[config.mk]
export PLATFORM = sky130hd
export DESIGN_NAME = mul_vectors_seq
export DESIGN_NICKNAME = d
export VERILOG_FILES = /design/src/rtl/mul_vectors_seq.sv
export SDC_FILE = /design/constraint.sdc
export NUM_CORES = 1
export LEC_CHECK = 0
export ABC_AREA = 1
export CORE_UTILIZATION = 25
export CTS_BUF_LIST = sky130_fd_sc_hd__clkbuf_4 sky130_fd_sc_hd__clkbuf_8
export CTS_CLUSTER_SIZE = 25
export DETAILED_ROUTE_END_ITERATION = 7
export SYNTH_ARGS = -nofsm -noshare
export SYNTH_HDL_FRONTEND = slang
export SYNTH_SLANG_ARGS = --single-unit
[constraint.sdc]
create_clock -name clk -period 10.47 [get_ports clk]
set_clock_uncertainty 0.15 [all_clocks]
set_input_delay 1.5705 -clock clk [delete_from_list [all_inputs] [get_ports clk]]
set_output_delay 1.5705 -clock clk [all_outputs]
set_load 0.02 [all_outputs]
[src/rtl/mul_vectors_seq.sv]
// Sequential element-wise vector multiplier: one shared WIDTH x WIDTH multiplier
// walks N latched operand pairs, then holds the packed products until taken.
module mul_vectors_seq #(
  parameter int unsigned N     = 8,
  parameter int unsigned WIDTH = 8,
  localparam int unsigned IW   = (N > 1) ? $clog2(N) : 1
) (
  input  logic                   clk,
  input  logic                   rst,
  input  logic                   in_valid,
  output logic                   in_ready,
  input  logic [N*WIDTH-1:0]     vec1,
  input  logic [N*WIDTH-1:0]     vec2,
  output logic                   out_valid,
  input  logic                   out_ready,
  output logic [2*WIDTH*N-1:0]   result,
  output logic                   busy,
  output logic [IW-1:0]          idx
);

  typedef enum logic [1:0] {StIdle, StRun, StDone} state_e;

  state_e               state;
  logic [N*WIDTH-1:0]   vec1_q;
  logic [N*WIDTH-1:0]   vec2_q;
  logic [WIDTH-1:0]     op_a;
  logic [WIDTH-1:0]     op_b;
  logic [2*WIDTH-1:0]   prod;

  // Operand select for the single shared multiplier.
  always_comb begin
    op_a = '0;
    op_b = '0;
    for (int i = 0; i < int'(N); i++) begin
      if (idx == IW'(i)) begin
        op_a = vec1_q[i*WIDTH +: WIDTH];
        op_b = vec2_q[i*WIDTH +: WIDTH];
      end
    end
  end

  assign prod = {{WIDTH{1'b0}}, op_a} * {{WIDTH{1'b0}}, op_b};

  always_ff @(posedge clk or posedge rst) begin
    if (rst) begin
      state     <= StIdle;
      in_ready  <= 1'b1;
      out_valid <= 1'b0;
      busy      <= 1'b0;
      idx       <= '0;
      result    <= '0;
      vec1_q    <= '0;
      vec2_q    <= '0;
    end else begin
      case (state)
        StIdle: begin
          if (in_valid) begin
            vec1_q   <= vec1;
            vec2_q   <= vec2;
            result   <= '0;
            idx      <= '0;
            in_ready <= 1'b0;
            busy     <= 1'b1;
            state    <= StRun;
          end
        end
        StRun: begin
          for (int i = 0; i < int'(N); i++) begin
            if (idx == IW'(i)) result[i*2*WIDTH +: 2*WIDTH] <= prod;
          end
          if (idx == IW'(N - 1)) begin
            idx       <= '0;
            out_valid <= 1'b1;
            state     <= StDone;
          end else begin
            idx <= idx + IW'(1);
          end
        end
        StDone: begin
          if (out_ready) begin
            out_valid <= 1'b0;
            busy      <= 1'b0;
            in_ready  <= 1'b1;
            state     <= StIdle;
          end
        end
        default: begin
          state     <= StIdle;
          in_ready  <= 1'b1;
          out_valid <= 1'b0;
          busy      <= 1'b0;
          idx       <= '0;
        end
      endcase
    end
  end

endmodule

After elaboration in Yosys (flattened, before gate mapping):

Cells that the tools add are included.

* reductions and logical operators: 16
* bitwise logic cells: 3
* add/sub/neg operators: 1
* eq/ne operators: 19
* $mul: 1
* mux-type cells: 41

Operators by type and width (count)
* $pmux W128 S2: 1
* $mux W128: 1
* $mux W16: 8
* $mux W8: 16
* $reduce_and A3 Y1: 11
* $ne A2 B2 Y1 const B: 10
* $mul A8 B8 Y16: 1
* $eq A3 B3 Y1 const B: 4
* $pmux W1 S3: 3
* $pmux W3 S3: 1
* $eq A3 B2 Y1 const B: 2
* $mux W2: 3
* $mux W3: 2
* $pmux W2 S3: 1
* $mux W1: 5
* $reduce_and A2 Y1: 2
* $add A3 B1 Y3 const B: 1
* $eq A3 B1 Y1 const B: 1
* $logic_not A3 Y1: 1
* $not A1 Y1: 3
* $eq A2 B1 Y1 const B: 1
* $eq A2 B2 Y1 const B: 1
* $logic_not A2 Y1: 1
* $reduce_bool A2 Y1: 1

* word-level logic and storage cells: 96
* output and inout port bits: 134
* bits of input ports: 132
* register bits after elaboration: 264

Logic depth before layout (Yosys ltp):

Gate-level depths: netlist of run 1.

* depth after elaboration: 12
* depth in mapped cells: 35
* mapped depth without buffers: 35

Worst setup path before layout of run 1:

OpenSTA, ideal clock, no wires.

* path type: reg-to-reg
* start point: register idx[2]
* end point: register result[108]
* required time: 10.177 ns
* buffers on the path: 3
* setup slack: 4.852 ns
* setup time: 0.143 ns
* arrival time: 5.325 ns
* cell stages (with the launch flop): 32
* period minus slack after synthesis: 5.618 ns
* cell sequence: dfrtp_1 > buf_6 > inv_4 > ha_1 > inv_1 > buf_2 > buf_2 > nand3_1 > nand3_1 > nand2_1 > nand2_1 > nand2_1 > nand2_2 > nand2_2 > inv_1 > nand2_1 > fa_1 > fa_1 > inv_1 > fa_1 > inv_1 > fa_1 > inv_1 > ha_1 > a21oi_1 > o21ai_0 > inv_1 > nand2_1 > nand2_1 > nand2_1 > o21ai_0 > o21ai_0

* longest elaborated chain between the ends: 12
* elaborated cells on any way between the ends: 29
* classes of those cells: 1 x mul; 8 x eq/ne; 18 x mux; 2 x reduce/logical

Ends and longest elaborated chain
* from (decl): line 18 `output logic [IW-1:0] idx`
* from (signal assigned): line 76 `idx <= idx + IW'(1);`
* $logic_not A3 Y1: line 35 `if (idx == IW'(i)) begin`
* $mux W8 (8 in series): line 35
* $mul A8 B8 Y16: line 42 `assign prod = {{WIDTH{1'b0}}, op_a} * {{WIDTH{1'b0}}, op_b};`
* $mux W16: line 69 `if (idx == IW'(i)) result[i*2*WIDTH +: 2*WIDTH] <= prod;`
* $pmux W128 S2: line 55 `case (state)`
* to (signal, indexed assignment): line 69
* to (decl): line 16 `output logic [2*WIDTH*N-1:0] result,`

Several ways; a longest one is shown, not always the timed one. The select of a mux whose other input is x is not followed.
A chain may end at the register's enable or synchronous reset.

Worst setup path after layout of run 1:

* start point: register idx[2]
* end point: register result[76]

The elaborated chain is that of the path after synthesis.

==> metrics.txt, run 1 <==
status completed; final WL 44,820 µm; cts-stage hold buffer count 0; worst r2r path cells 26; Fin Hold WS 0.3267 ns; worst reg-to-reg setup slack 3.23 ns; RSZ-0062 raised after global routing no; post-cts sizing count 0; total number of vias 11,720; most common cell after layout, fill and taps aside nand2_1; CTS clk-pin slew, worst paths 0.06 ns; relative slew slack 28.06%; TritonCTS clock tree built; largest net degree at the start of global routing 130; Initial Util 25.55%; synthesized flop and latch total 264; capturing point of the worst reg2reg path result[76]; Sink Count 264; fillers 5,561; setup violators final 0; Tcrit/Tclk final 69.18%; Antenna Cells 0; Max Clk Rate 138.1 MHz; synth unique cells 39; Post-Syn Instances 1,677; Final Hold Fails 0; Worst setup startpoint idx[2]; Crit Path Category flop to flop; worst min-delay path class flop to flop; fin crit period 7.243 ns; row cnt 84; crit end category flop; drt first pass iters 6; # IOs 266; drt first-iter violations 906; commonest non-fill, non-tap cells in the layout nand2_1 (660), clkdlybuf4s50_1 (265), dfrtp_1 (263); CTS Buffer Depth 3; Seq/Total Area, Yosys 48.83%; Worst Max-Slew Pin Slew 1.079 ns; setup_tns 0 ns; Die Width 234.7 µm; DRC errors left 0; initial antenna violation count 1; HPWL Detailed 33,550 µm; Crit Path Max Fanout 21; syn_area_per_cell 8.069 µm²; critical path required time 10.75 ns; Setup Buffers After CTS 0; nets@finish 2,150; reg2reg start idx[2]; Hold Crit Endpoint result[69]; vias in the first global route 11,670; die area 55,060 µm²; CTS root buf clkbuf_8; GRT Resource Usage Total 16.26%; WP data arrival 7.52 ns; hold depth 2; wire per inst 16.85 µm; via/cell ratio 4.407; first-pass GRT wire length 69,270 µm; Synthesis Warnings 0; CTS buffer count 47; Port Buffers 265; core area 52,970 µm²; worst-skew pair later-pin latency 0.62 ns; P&R area growth vs syn 31.61%; Synth Cell Area 13,530 µm²; routability congestion estimate 0.8614; ratio of cells with drive above 1 in the final layout 7.404%; hold path start result[69]; total congestion overflow 0; Final ANT Viol Nets 0; max-cap violation count 0; Sequential Area 6608 µm²; Multi-input gate area 5833 µm²; Die Ht 234.7 µm; Slew Viols, Final 0; syn_nets 1,887; crit start category flop; H-tree Lvls 2
==> cells in the mapped netlist <==
cell type / count / share of area (%)
o21ai_0: 177 / 6.5
a21oi_1: 39 / 1.4
o21ai_2: 3 / 0.19
nor2_1: 70 / 1.9
nand4_1: 1 / 0.046
nand2_2: 18 / 0.83
nor2_2: 2 / 0.092
a21oi_2: 11 / 0.71
dfrtp_1: 263 / 49
xnor2_1: 1 / 0.065
clkbuf_1: 26 / 0.72
dfstp_2: 1 / 0.19
a211oi_1: 1 / 0.055
nand3_2: 1 / 0.074
o2bb2ai_1: 1 / 0.065
nand2_1: 661 / 18
inv_1: 197 / 5.5
o211ai_1: 5 / 0.28
buf_1: 2 / 0.055
xor2_1: 1 / 0.065
o22ai_1: 3 / 0.14
nand2_4: 1 / 0.083
clkinv_1: 2 / 0.055
o21ai_1: 5 / 0.18
nor2_8: 1 / 0.15
or2_0: 3 / 0.14
o31a_1: 1 / 0.065
o2111ai_1: 1 / 0.065
buf_2: 29 / 1.1
nor2_4: 2 / 0.17
nand3_1: 50 / 1.8
inv_2: 4 / 0.11
fa_1: 36 / 5.3
or2_2: 4 / 0.18
inv_4: 1 / 0.046
nor3_1: 3 / 0.11
buf_4: 4 / 0.22
ha_1: 42 / 3.9
buf_6: 4 / 0.33
==> layer usage <==
| layer | GRT usage (%) | share of wire (%) | up-vias |
|---|---|---|---|
| met1 | 22.18 | 46 | 5543 |
| met4 | 5.762 | 2.9 | 0 |
| met5 | 0 | 0 | - |
| met2 | 25.57 | 45 | 392 |
| met3 | 3.195 | 5.8 | 74 |
| li1 | - | - | 5714 |
==> logic make-up (layout without fill, tap and decap cells) <==
logic type | Yosys count | after routing | share of synthesized area (%)
AOI/OAI and AO/OA | 247 | 247 | 9.746
adders and majority gates | 78 | 78 | 9.209
DFF | 264 | 264 | 48.83
xor gates and xnor gates | 2 | 2 | 0.1295
and+or+nand+nor | 817 | 817 | 24.00
buffers and inverters | 269 | 564 | 8.081
==> worst max-delay path by stage <==
| stage | endpoint | slack (ns) | cells after the start |
|---|---|---|---|
| floorplan | busy | 1.48 | 1 |
| global placement | result[12] | 3.24 | 28 |
| detailed placement | result[76] | 3.18 | 28 |
| CTS | result[76] | 3.17 | 28 |
| global route | result[12] | 2.75 | 28 |
| finish | result[76] | 3.23 | 26 |
==> cell type report <==
class                      count  area share (%)
inverter                     204           4.384
clock inverter                11          0.5269
sequential                   264           37.10
timing repair buffer         279           15.48
clock buffer                  70           4.918
tap                          688           4.833
multi-input combinational   1144           32.75
==> registers in the layout, summed over array words and instances, names as in the netlist <==
signal     count
busy           1
result       128
vec2_q        64
vec1_q        64
in_ready       1
state          2
out_valid      1
idx            3
==> through the flow <==
step / cell area [µm²] / setup WS [ns] / instances / util [%]
finish: 17810 / 3.227 / 2660 / 33.62
global route: 17810 / 2.754 / 2660 / 33.62
CTS: 17810 / 3.168 / 2660 / 33.62
detailed placement: 16840 / 3.183 / 2579 / 31.79
global placement: 16840 / 3.240 / 2579 / 31.79
floorplan: 13530 / 1.483 / 1677 / -
==> critical path: stages (launching register included) <==
cell and delay, ns:
dfrtp_1 0.72, inv_4 0.09, ha_1 0.40, inv_1 0.57
nand3_1 0.26, nand2_1 0.13, o21ai_1 0.08, nand2_1 0.09
nand2_1 0.10, a21oi_1 0.29, nand3_1 0.19, fa_1 0.49
fa_1 0.55, inv_1 0.05, fa_1 0.48, inv_1 0.05
fa_1 0.47, inv_1 0.04, ha_1 0.37, a21oi_1 0.17
o21ai_0 0.11, inv_1 0.07, nand2_1 0.10, nand2_1 0.08
nand2_1 0.06, o21ai_1 0.71, o21ai_0 0.19
Power of run 1 is left out: the tool's default activity adds up to more than one toggle a clock period on the data nets, which glitch-free logic cannot reach.
==> run 2, diff against run 1 <==
==> constraint.sdc (replaced) <==
create_clock -name clk -period 6.9 [get_ports clk]
set_clock_uncertainty 0.15 [all_clocks]
set_input_delay 1.035 -clock clk [delete_from_list [all_inputs] [get_ports clk]]
set_output_delay 1.035 -clock clk [all_outputs]
set_load 0.02 [all_outputs]
==> metrics.txt, run 2 (synthesis gave the netlist of run 1 again) <==
die area 55,060 µm² (unchanged); slowest CP cell fa_1 (was dfrtp_1); worst-skew pair later-pin latency 0.61 ns (was 0.62 ns); Final ANT Viol Nets 0 (unchanged); Fin Hold WS 0.3281 ns (was 0.3267 ns); total congestion overflow 0 (unchanged); TritonCTS clock tree built (unchanged); setup violators final 0 (unchanged); worst reg-to-reg setup slack 0.57 ns (was 3.23 ns); CTS clk-pin slew, worst paths 0.06 ns (about the same); Initial Util 25.55% (unchanged); CP peak stage delay 0.56 ns (was 0.72 ns); total number of vias 11,850 (was 11,720); most frequent cell on the critical path inv_1 (was nand2_1); Hold Crit Endpoint result[17] (was result[69]); drt first pass iters 6 (unchanged); hold depth 2 (unchanged); core area 52,970 µm² (unchanged); row cnt 84 (unchanged); Die Width 234.7 µm (unchanged); ratio of cells with drive above 1 in the final layout 8.065% (was 7.404%); CTS root buf clkbuf_8 (unchanged); capturing point of the worst reg2reg path result[26] (was result[76]); drt first-iter violations 879 (was 906); relative slew slack 23.11% (was 28.06%); number of flip-flops in the largest register 128 (unchanged); max-cap violation count 0 (unchanged); most common cell after layout, fill and taps aside nand2_1 (unchanged); RSZ-0062 raised after global routing no (unchanged); wire per inst 16.62 µm (was 16.85 µm); fin crit period 6.333 ns (was 7.243 ns); hold path start result[17] (was result[69]); HPWL Detailed 32,970 µm (was 33,550 µm); DRC errors left 0 (unchanged); first-pass GRT wire length 69,040 µm (was 69,270 µm); nets@finish 2,158 (was 2,150); largest net degree at the start of global routing 136 (was 130); Reg with most FFs result (unchanged); commonest non-fill, non-tap cells in the layout nand2_1 (660), clkdlybuf4s50_1 (265), dfrtp_1 (263) (unchanged); status completed (unchanged); vias in the first global route 11,690 (was 11,670); biggest regs result x128, vec1_q x64, vec2_q x64 (unchanged); crit end category flop (unchanged); Max Clk Rate 157.9 MHz (was 138.1 MHz); Antenna Cells 0 (unchanged); via/cell ratio 4.435 (was 4.407); routability congestion estimate 0.8873 (was 0.8614); Port Buffers 265 (unchanged); Buf/Inv on CP 9 (was 6); Slew Viols, Final 0 (unchanged); reg2reg start idx[1] (was idx[2]); Crit Path Category flop to flop (unchanged); worst r2r path cells 27 (was 26); CTS buffer count 47 (unchanged); initial antenna violation count 0 (was 1); CP top delay family adder cells (unchanged); Tcrit/Tclk final 91.78% (was 69.18%); Die Ht 234.7 µm (unchanged); WP data arrival 6.66 ns (was 7.52 ns); GRT Resource Usage Total 16.10% (was 16.26%); crit start category flop (unchanged); critical path required time 7.22 ns (was 10.75 ns); Crit Path Max Fanout 17 (was 21); Final Hold Fails 0 (unchanged); CTS Buffer Depth 3 (unchanged); worst min-delay path class flop to flop (unchanged); Sink Count 264 (unchanged); P&R area growth vs syn 32.55% (was 31.61%); # IOs 266 (unchanged); final WL 44,420 µm (was 44,820 µm); H-tree Lvls 2 (unchanged); Worst Max-Slew Pin Slew 1.146 ns (was 1.079 ns); setup_tns 0 ns (unchanged); Setup Buffers After CTS 0 (unchanged)
-- run 2: cell types whose count changed in the layout (fill, tap and decap cells not counted), sizes merged --
cell / change
buf: +8
clkbuf: +8
clkinv: -2
clkinvlp: -2
-- run 2: how the worst max path moves through the flow --
stage	cells past startpoint	to	start
final	27	result[26]	idx[1]
after global routing	27	result[74]	idx[1]
after CTS	28	result[76]	idx[2]
after detailed placement	27	result[28]	idx[1]
after global placement	30	result[12]	idx[2]
after floorplan	31	result[108]	idx[2]
-- run 2: final cells by class --
class,instances,area (µm²)
timing repair buffer,287,2843
sequential,264,6608
multi-input combinational,1144,5839
tap,688,860.8
clock buffer,78,942.2
fill,5580,35030
clock inverter,7,66.31
inverter,204,777.0
-- run 2: what timing repair did --
action	CTS	global route
hold buffers	0	0
gates resized for setup	0	1
setup endpoints to repair	0	8
-- run 2: routing by layer --
| layer | routed length [µm] | share of wire, % | track usage (%) | vias up |
|---|---|---|---|---|
| met5 | 0 | 0 | 0 | - |
| met4 | 1060 | 2.4 | 5.064 | 0 |
| met3 | 2502 | 5.6 | 2.890 | 65 |
| met2 | 19950 | 45 | 25.16 | 429 |
| met1 | 20900 | 47 | 22.50 | 5624 |
| li1 | - | - | - | 5732 |
-- run 2: per-stage QoR --
stage                     instances  cell area (µm²)  setup WS, ns  util (%)
after floorplan                1677            13540         1.282         -
after global placement         2587            16920        0.3797     31.95
after detailed placement       2587            16920        0.2978     31.95
after CTS                      2672            17930        0.2886     33.85
after global routing           2672            17940       0.04389     33.86
final                          2672            17940        0.5673     33.86
-- run 2: worst register-to-register path, cell delays in order, from the launching register on --
cell and delay [ns]:
dfrtp_1 0.39, inv_1 0.09, ha_1 0.21, buf_4 0.16
nand2_2 0.23, clkinv_1 0.48, a21oi_1 0.27, nand2_1 0.07
nand2_1 0.06, nand2_1 0.19, inv_1 0.14, nand2_1 0.08
fa_1 0.48, fa_1 0.56, inv_1 0.06, fa_1 0.47
inv_1 0.05, fa_1 0.47, inv_1 0.04, ha_1 0.38
a21oi_1 0.09, o21ai_0 0.22, inv_1 0.06, nand2_1 0.11
a21oi_1 0.09, o21ai_1 0.33, buf_4 0.23, o21ai_0 0.07
Power of run 2 is left out for the same reason.
